File: src/rtl/sdio_cmd_sniffer.sv
// sdio_cmd_sniffer: passive SD/SDIO CMD-line monitor.
// Captures each host command frame and the matching card response (none,
// 48-bit or 136-bit, chosen per command index), with a response timeout.
// Each transaction is published as one record on a valid/ready output;
// an unread record is overwritten by the next one and flagged as overrun.
// Optional feature: define SDIO_CMD_CRC7_EN to check CRC7 on command and
// response; without it cap_crc_err is tied low.
module sdio_cmd_sniffer #(
    parameter int unsigned MAXLAT      = 64,
    parameter logic [63:0] NORESP_MASK = 64'h0000_0000_0000_8011,
    parameter logic [63:0] LONG_MASK   = 64'h0000_0000_0000_0604,
    parameter logic [63:0] NOCRC_MASK  = 64'h0000_0200_0000_0020
) (
    input  logic         sd_clk,
    input  logic         rst,
    input  logic         sd_en,
    input  logic         cmd_i,
    output logic         cap_valid,
    input  logic         cap_ready,
    output logic [5:0]   cap_cmd,
    output logic [31:0]  cap_arg,
    output logic [127:0] cap_resp,
    output logic         cap_resp_present,
    output logic         cap_resp_long,
    output logic         cap_timeout,
    output logic         cap_crc_err,
    output logic         cap_overrun,
    output logic [2:0]   state
);

    localparam int unsigned CNT_MAX = (MAXLAT + 1 > 137) ? (MAXLAT + 1) : 137;
    localparam int unsigned CW      = $clog2(CNT_MAX);

    localparam logic [CW-1:0] CMD_BITS   = CW'(48);
    localparam logic [CW-1:0] SHORT_BITS = CW'(48);
    localparam logic [CW-1:0] LONG_BITS  = CW'(136);
    localparam logic [CW-1:0] LAT_LAST   = CW'(MAXLAT - 1);

    typedef enum logic [2:0] {
        S_IDLE  = 3'd0,
        S_START = 3'd1,
        S_CMD   = 3'd2,
        S_WAIT  = 3'd3,
        S_RESP  = 3'd4,
        S_DONE  = 3'd5
    } state_t;

    state_t         st, st_nxt;
    logic [CW-1:0]  cnt, cnt_nxt;
    logic           clr;
    logic           cmd_q;
    logic [47:0]    cmd_sr;
    logic [135:0]   resp_sr;
    logic           resp_got;
    logic           timed_out;
    logic           cmd_shift;
    logic           resp_shift;
    logic           resp_end;
    logic           timeout_hit;
    logic           load;
    logic [5:0]     idx;
    logic           is_long;
    logic [CW-1:0]  resp_len;
    logic           crc_bad;
    logic           unused_bits;

    assign clr      = rst | ~sd_en;
    assign idx      = cmd_sr[45:40];
    assign is_long  = LONG_MASK[idx];
    assign resp_len = is_long ? LONG_BITS : SHORT_BITS;
    assign state    = st;

    // Input register: the FSM only ever looks at the registered CMD line.
    always_ff @(posedge sd_clk) begin
        if (clr) cmd_q <= 1'b1;
        else     cmd_q <= cmd_i;
    end

    // State and shared bit/latency counter registers.
    always_ff @(posedge sd_clk) begin
        if (clr) begin
            st  <= S_IDLE;
            cnt <= '0;
        end else begin
            st  <= st_nxt;
            cnt <= cnt_nxt;
        end
    end

    // Next-state logic; a frame is complete one cycle after its last bit is shifted.
    always_comb begin
        st_nxt      = st;
        cnt_nxt     = cnt;
        cmd_shift   = 1'b0;
        resp_shift  = 1'b0;
        resp_end    = 1'b0;
        timeout_hit = 1'b0;
        load        = 1'b0;
        case (st)
            S_IDLE: begin
                if (!cmd_q) begin
                    cmd_shift = 1'b1;
                    cnt_nxt   = CW'(1);
                    st_nxt    = S_START;
                end
            end
            S_START: begin
                if (cmd_q) begin
                    cmd_shift = 1'b1;
                    cnt_nxt   = cnt + CW'(1);
                    st_nxt    = S_CMD;
                end else begin
                    cnt_nxt = '0;
                    st_nxt  = S_IDLE;
                end
            end
            S_CMD: begin
                if (cnt == CMD_BITS) begin
                    cnt_nxt = '0;
                    st_nxt  = NORESP_MASK[idx] ? S_DONE : S_WAIT;
                end else begin
                    cmd_shift = 1'b1;
                    cnt_nxt   = cnt + CW'(1);
                end
            end
            S_WAIT: begin
                if (!cmd_q) begin
                    resp_shift = 1'b1;
                    cnt_nxt    = CW'(1);
                    st_nxt     = S_RESP;
                end else if (cnt == LAT_LAST) begin
                    timeout_hit = 1'b1;
                    cnt_nxt     = CW'(MAXLAT);
                    st_nxt      = S_DONE;
                end else begin
                    cnt_nxt = cnt + CW'(1);
                end
            end
            S_RESP: begin
                if (cnt == resp_len) begin
                    resp_end = 1'b1;
                    cnt_nxt  = '0;
                    st_nxt   = S_DONE;
                end else begin
                    resp_shift = 1'b1;
                    cnt_nxt    = cnt + CW'(1);
                end
            end
            S_DONE: begin
                load    = 1'b1;
                cnt_nxt = '0;
                st_nxt  = S_IDLE;
            end
            default: begin
                cnt_nxt = '0;
                st_nxt  = S_IDLE;
            end
        endcase
    end

    // Frame shift registers and per-transaction status flags.
    always_ff @(posedge sd_clk) begin
        if (clr) begin
            cmd_sr    <= '0;
            resp_sr   <= '0;
            resp_got  <= 1'b0;
            timed_out <= 1'b0;
        end else begin
            if (cmd_shift)   cmd_sr  <= {cmd_sr[46:0], cmd_q};
            if (resp_shift)  resp_sr <= {resp_sr[134:0], cmd_q};
            if (resp_end)    resp_got  <= 1'b1;
            if (timeout_hit) timed_out <= 1'b1;
            if (load) begin
                resp_got  <= 1'b0;
                timed_out <= 1'b0;
            end
        end
    end

`ifdef SDIO_CMD_CRC7_EN
    logic [6:0]    crc_c;
    logic [6:0]    crc_r;
    logic [CW-1:0] rpos;

    function automatic logic [6:0] crc7_step(input logic [6:0] c, input logic b);
        logic fb;
        fb = b ^ c[6];
        return {c[5:3], c[2] ^ fb, c[1:0], fb};
    endfunction

    // The response start bit arrives in WAIT, where cnt still holds latency.
    assign rpos = (st == S_WAIT) ? '0 : cnt;

    // Serial CRC7: command over bits 47..8, response over 47..8 (short) or 127..8 (long).
    always_ff @(posedge sd_clk) begin
        if (clr) begin
            crc_c <= '0;
            crc_r <= '0;
        end else begin
            if (cmd_shift && (cnt < CW'(40)))
                crc_c <= crc7_step((cnt == '0) ? 7'd0 : crc_c, cmd_q);
            if (resp_shift) begin
                if (rpos == '0)
                    crc_r <= is_long ? 7'd0 : crc7_step(7'd0, cmd_q);
                else if (is_long ? ((rpos >= CW'(8)) && (rpos < CW'(128))) : (rpos < CW'(40)))
                    crc_r <= crc7_step(crc_r, cmd_q);
            end
        end
    end

    assign crc_bad = (crc_c != cmd_sr[7:1]) |
                     (resp_got & ~NOCRC_MASK[idx] & (crc_r != resp_sr[7:1]));
    assign unused_bits = ^{cmd_sr[47:46], cmd_sr[0], resp_sr[135:128], resp_sr[0]};
`else
    assign crc_bad     = 1'b0;
    assign unused_bits = ^{cmd_sr[47:46], cmd_sr[7:0], resp_sr[135:128], resp_sr[0], NOCRC_MASK};
`endif

    // Output record: load on DONE (overwriting an unread record), clear valid on accept.
    always_ff @(posedge sd_clk) begin
        if (clr) begin
            cap_valid        <= 1'b0;
            cap_cmd          <= '0;
            cap_arg          <= '0;
            cap_resp         <= '0;
            cap_resp_present <= 1'b0;
            cap_resp_long    <= 1'b0;
            cap_timeout      <= 1'b0;
            cap_crc_err      <= 1'b0;
            cap_overrun      <= 1'b0;
        end else if (load) begin
            cap_valid        <= 1'b1;
            cap_cmd          <= idx;
            cap_arg          <= cmd_sr[39:8];
            cap_resp         <= !resp_got ? '0 :
                                is_long   ? {1'b0, resp_sr[127:1]} :
                                            {96'd0, resp_sr[39:8]};
            cap_resp_present <= resp_got;
            cap_resp_long    <= resp_got & is_long;
            cap_timeout      <= timed_out;
            cap_crc_err      <= crc_bad;
            cap_overrun      <= cap_valid & ~cap_ready;
        end else if (cap_valid && cap_ready) begin
            cap_valid <= 1'b0;
        end
    end

endmodule

File: config.mk
export PLATFORM = sky130hd
export DESIGN_NAME = sdio_cmd_sniffer
export DESIGN_NICKNAME = d
export VERILOG_FILES = /design/src/rtl/sdio_cmd_sniffer.sv
export SDC_FILE = /design/constraint.sdc
export NUM_CORES = 1
export LEC_CHECK = 0
export CAP_MARGIN = 40
export CELL_PAD_IN_SITES_DETAIL_PLACEMENT = 1
export CELL_PAD_IN_SITES_GLOBAL_PLACEMENT = 1
export CORE_ASPECT_RATIO = 2
export CORE_MARGIN = 1.5
export CORE_UTILIZATION = 26
export CTS_CLUSTER_SIZE = 14
export DETAILED_ROUTE_END_ITERATION = 6
export PLACE_DENSITY = 0.55
export SYNTH_ARGS = -nofsm -noshare
export SYNTH_HDL_FRONTEND = slang
export SYNTH_SLANG_ARGS = --single-unit
File: constraint.sdc
create_clock -name sd_clk -period 2.92 [get_ports sd_clk]
set_input_delay 0.584 -clock sd_clk [delete_from_list [all_inputs] [get_ports sd_clk]]
set_output_delay 0.584 -clock sd_clk [all_outputs]
set_load 0.01 [all_outputs]
==> out/qor.txt <==
status = completed
fin crit period = 2672 ps
num rows = 114
# placed instances = 2157
number of enable flip-flop cells after synthesis = 0
crit path max fanout = 5
Clock Tree Root = clkbuf_16
Final Cycle Share = 91.51%
final setup margin = 247.8 ps
post-synth top area share = 56.77%
Chip Height = 315.5 µm
Starting Density = 26.33%
DRC = 0
pre-CTS setup slack = 267.6 ps
Critical Path End Type = flop
placed wire-length estimate = 23.68 mm
clk buf depth = 3
die area = 50250 µm²
routed wire length = 36.71 mm
layout cells sized above 1 = 5.759%
CTS tree = yes
Worst VDD drop = 0.3814 mV
clk slew on worst S/H paths = 70 ps
Synth async-reset ratio = 0%
Slew Limit Fails = 0
final hold violations = 0
mapped cell area = 12700 µm²
distinct cell type count after synthesis = 55
most frequent cell after synthesis = nand2_1
Synth Flop Type = dfxtp_1
crit path launch type = flop
synthesis-to-finish area growth = 28.02%
Avg Inst Size Synth = 8.866 µm²
first-pass GRT wire length = 58.64 mm
max incr delay on CP = 410 ps
PwrDens = 606.1 nW/µm²
Design Area, Final = 16250 µm²
fmax = 0.3742 GHz
area leader, netlist = dfxtp_1
commonest cells in the synthesized netlist = 463 x nand2_1, 360 x dfxtp_1, 216 x a21oi_1
TritonCTS Buffers = 36
Worst-Skew Late Latency = 540 ps
CP required = 3370 ps
CP bufs+invs = 1
DP Area = 15060 µm²
gr usage total = 14.40%
Crit Path Class = reg -> reg
hold buffers post-CTS = 0
io pins = 180
Area contributors post-synth = dfxtp_1 57%, nand2_1 14%, a21oi_1 8.5%, a22o_1 6.6%, mux2i_1 2.8%
total power = 0.009850 W
H-tree depth reported by CTS = 2
sequential area share after synthesis = 56.77%
crit-path leading delay family = compound AO/OA/AOI/OAI gates
# Max-Cap Violations = 0
Post-Layout Cell Count = 2218
post-route ant nets = 0
Pre-antenna DRT Iters = 4
Setup Viol. Count Final = 0
largest net degree at the start of global routing = 167
CTS sink count = 360
wire per inst = 16.55 µm
Net count, final = 1567
number of diodes = 0
CP cell instances = inv_1, ha_1, and4b_1, a21boi_1, o21ai_4, mux2i_1, nor2_1, ha_1, nand3_1, mux2_2, a211oi_1
Setup TNS Final = 0 ps
DRT iter0 DRCs = 290
flops & latches, synth = 360
# port buffers = 177
Pleak = 5.171 nW
RSZ-0062 raised after global routing = false
Post-CTS Resized = 0
via count = 10332
FILL cells = 5700
Worst Path Arrival = 3120 ps
Hold Path Class = reg -> reg
most used cell, CP = ha_1
Clock Skews = 8.792 ps
initial antenna violation count = 0
worst rel slew slack = 39.59%
critical path's slowest cell = dfxtp_1
Post-CTS Setup Inserts = 0
warning count from the yosys run = 0
vias in the first global route = 10782
Worst-Margin Slew = 906.1 ps
GPL Wtd Cong = 0.7745
Post-Syn Instances = 1432
vias per cell = 4.658
core box area = 48210 µm²
total grt overflow = 0
DIE WIDTH = 159.3 µm
## sequential cells by signal (all words and copies together) (netlist names), 3 cells and up, named ones only
| register | flops |
|---|---|
| resp_sr | 128 |
| cmd_sr | 46 |
| cap_cmd | 6 |
| state | 3 |
| cnt | 8 |
| cap_resp | 127 |
| cap_arg | 32 |
## metrics by stage
stage / hold WS (ps) / util (%)
final: 451.3 / 33.71
after global routing: 465.3 / 33.71
after CTS: 456.7 / 33.71
after detailed placement: 441.7 / 31.25
after global placement: 435.2 / 31.25
after floorplan: 431.6 / -
## cells in the final DEF, fill, tap and decap left out, types with 2 or more instances in the layout
cell type / count
nand2b_1: 5
clkinv_2: 5
ha_1: 5
dfxtp_1: 359
o21a_1: 2
a21oi_1: 216
a21o_1: 2
nand2_1: 463
nor2b_1: 6
buf_4: 13
clkbuf_8: 7
nor3_1: 5
o21ai_0: 34
bufinv_16: 3
nor2_1: 19
and2_1: 3
nand4_1: 7
xor2_1: 6
inv_6: 2
clkbuf_1: 6
a31oi_1: 6
and3_1: 3
conb_1: 2
nor4_1: 2
a22o_1: 95
o31ai_1: 2
buf_12: 8
nand3_1: 8
mux2i_1: 36
clkbuf_16: 36
clkdlybuf4s50_1: 177
inv_1: 3
a211oi_1: 3
nor2_4: 2
## layer usage
layer  track usage (%)  vias to the layer above  wire length, µm
li1                  -                     5096                -
met1             15.35                     4988            14800
met2             27.71                      192            19340
met3             2.807                       56             1601
met4             5.360                        0              967
met5                 0                        -                0
## kinds of logic after synthesis
kind of cell | after synthesis | synth area share (%)
AOI/OAI and AO/OA | 372 | 18.17
buffers and inverters | 116 | 4.228
muxes | 37 | 2.927
other | 1 | 0.02954
and+or+nand+nor | 534 | 16.90
DFF | 360 | 56.77
xor gates and xnor gates | 7 | 0.4829
adders and majority gates | 5 | 0.4928
## power breakdown
group | total (W) | leakage (nW) | switching, W | internal, W
Sequential | 0.00491 | 2.90 | 0.00000264 | 0.00491
Clock | 0.00477 | 0.589 | 0.00204 | 0.00273
Combinational | 0.000162 | 1.68 | 0.000130 | 0.0000323
## cell type report
type                    instances  area [µm²]  share of cell area, %
clock buffers                  49        1020                  6.274
clock inverters                12       168.9                  1.039
inverters                       4       15.01                0.09238
multi-input cells             957        5014                  30.85
flip-flops and latches        360        7208                  44.35
well taps                     638       798.3                  4.911
repair buffers                198        2029                  12.49
## worst reg2reg max path, stage by stage (launching register included)
cell	delay (ps)
dfxtp_1	410
inv_1	130
ha_1	220
and4b_1	260
a21boi_1	280
o21ai_4	110
mux2i_1	240
nor2_1	90
ha_1	300
nand3_1	70
mux2_2	280
a211oi_1	200
## path summary, 6_finish.rpt
path / depth (start not counted) / end / slack (ps) / from
max: 11 / is_long / 250 / cnt[0]
min: 1 / cap_resp_long / 450 / cap_resp_long
max reg2reg: 11 / is_long / 250 / cnt[0]
min reg2reg: 1 / cap_resp_long / 450 / cap_resp_long
No activity file was read; power rests on OpenSTA's default activity.
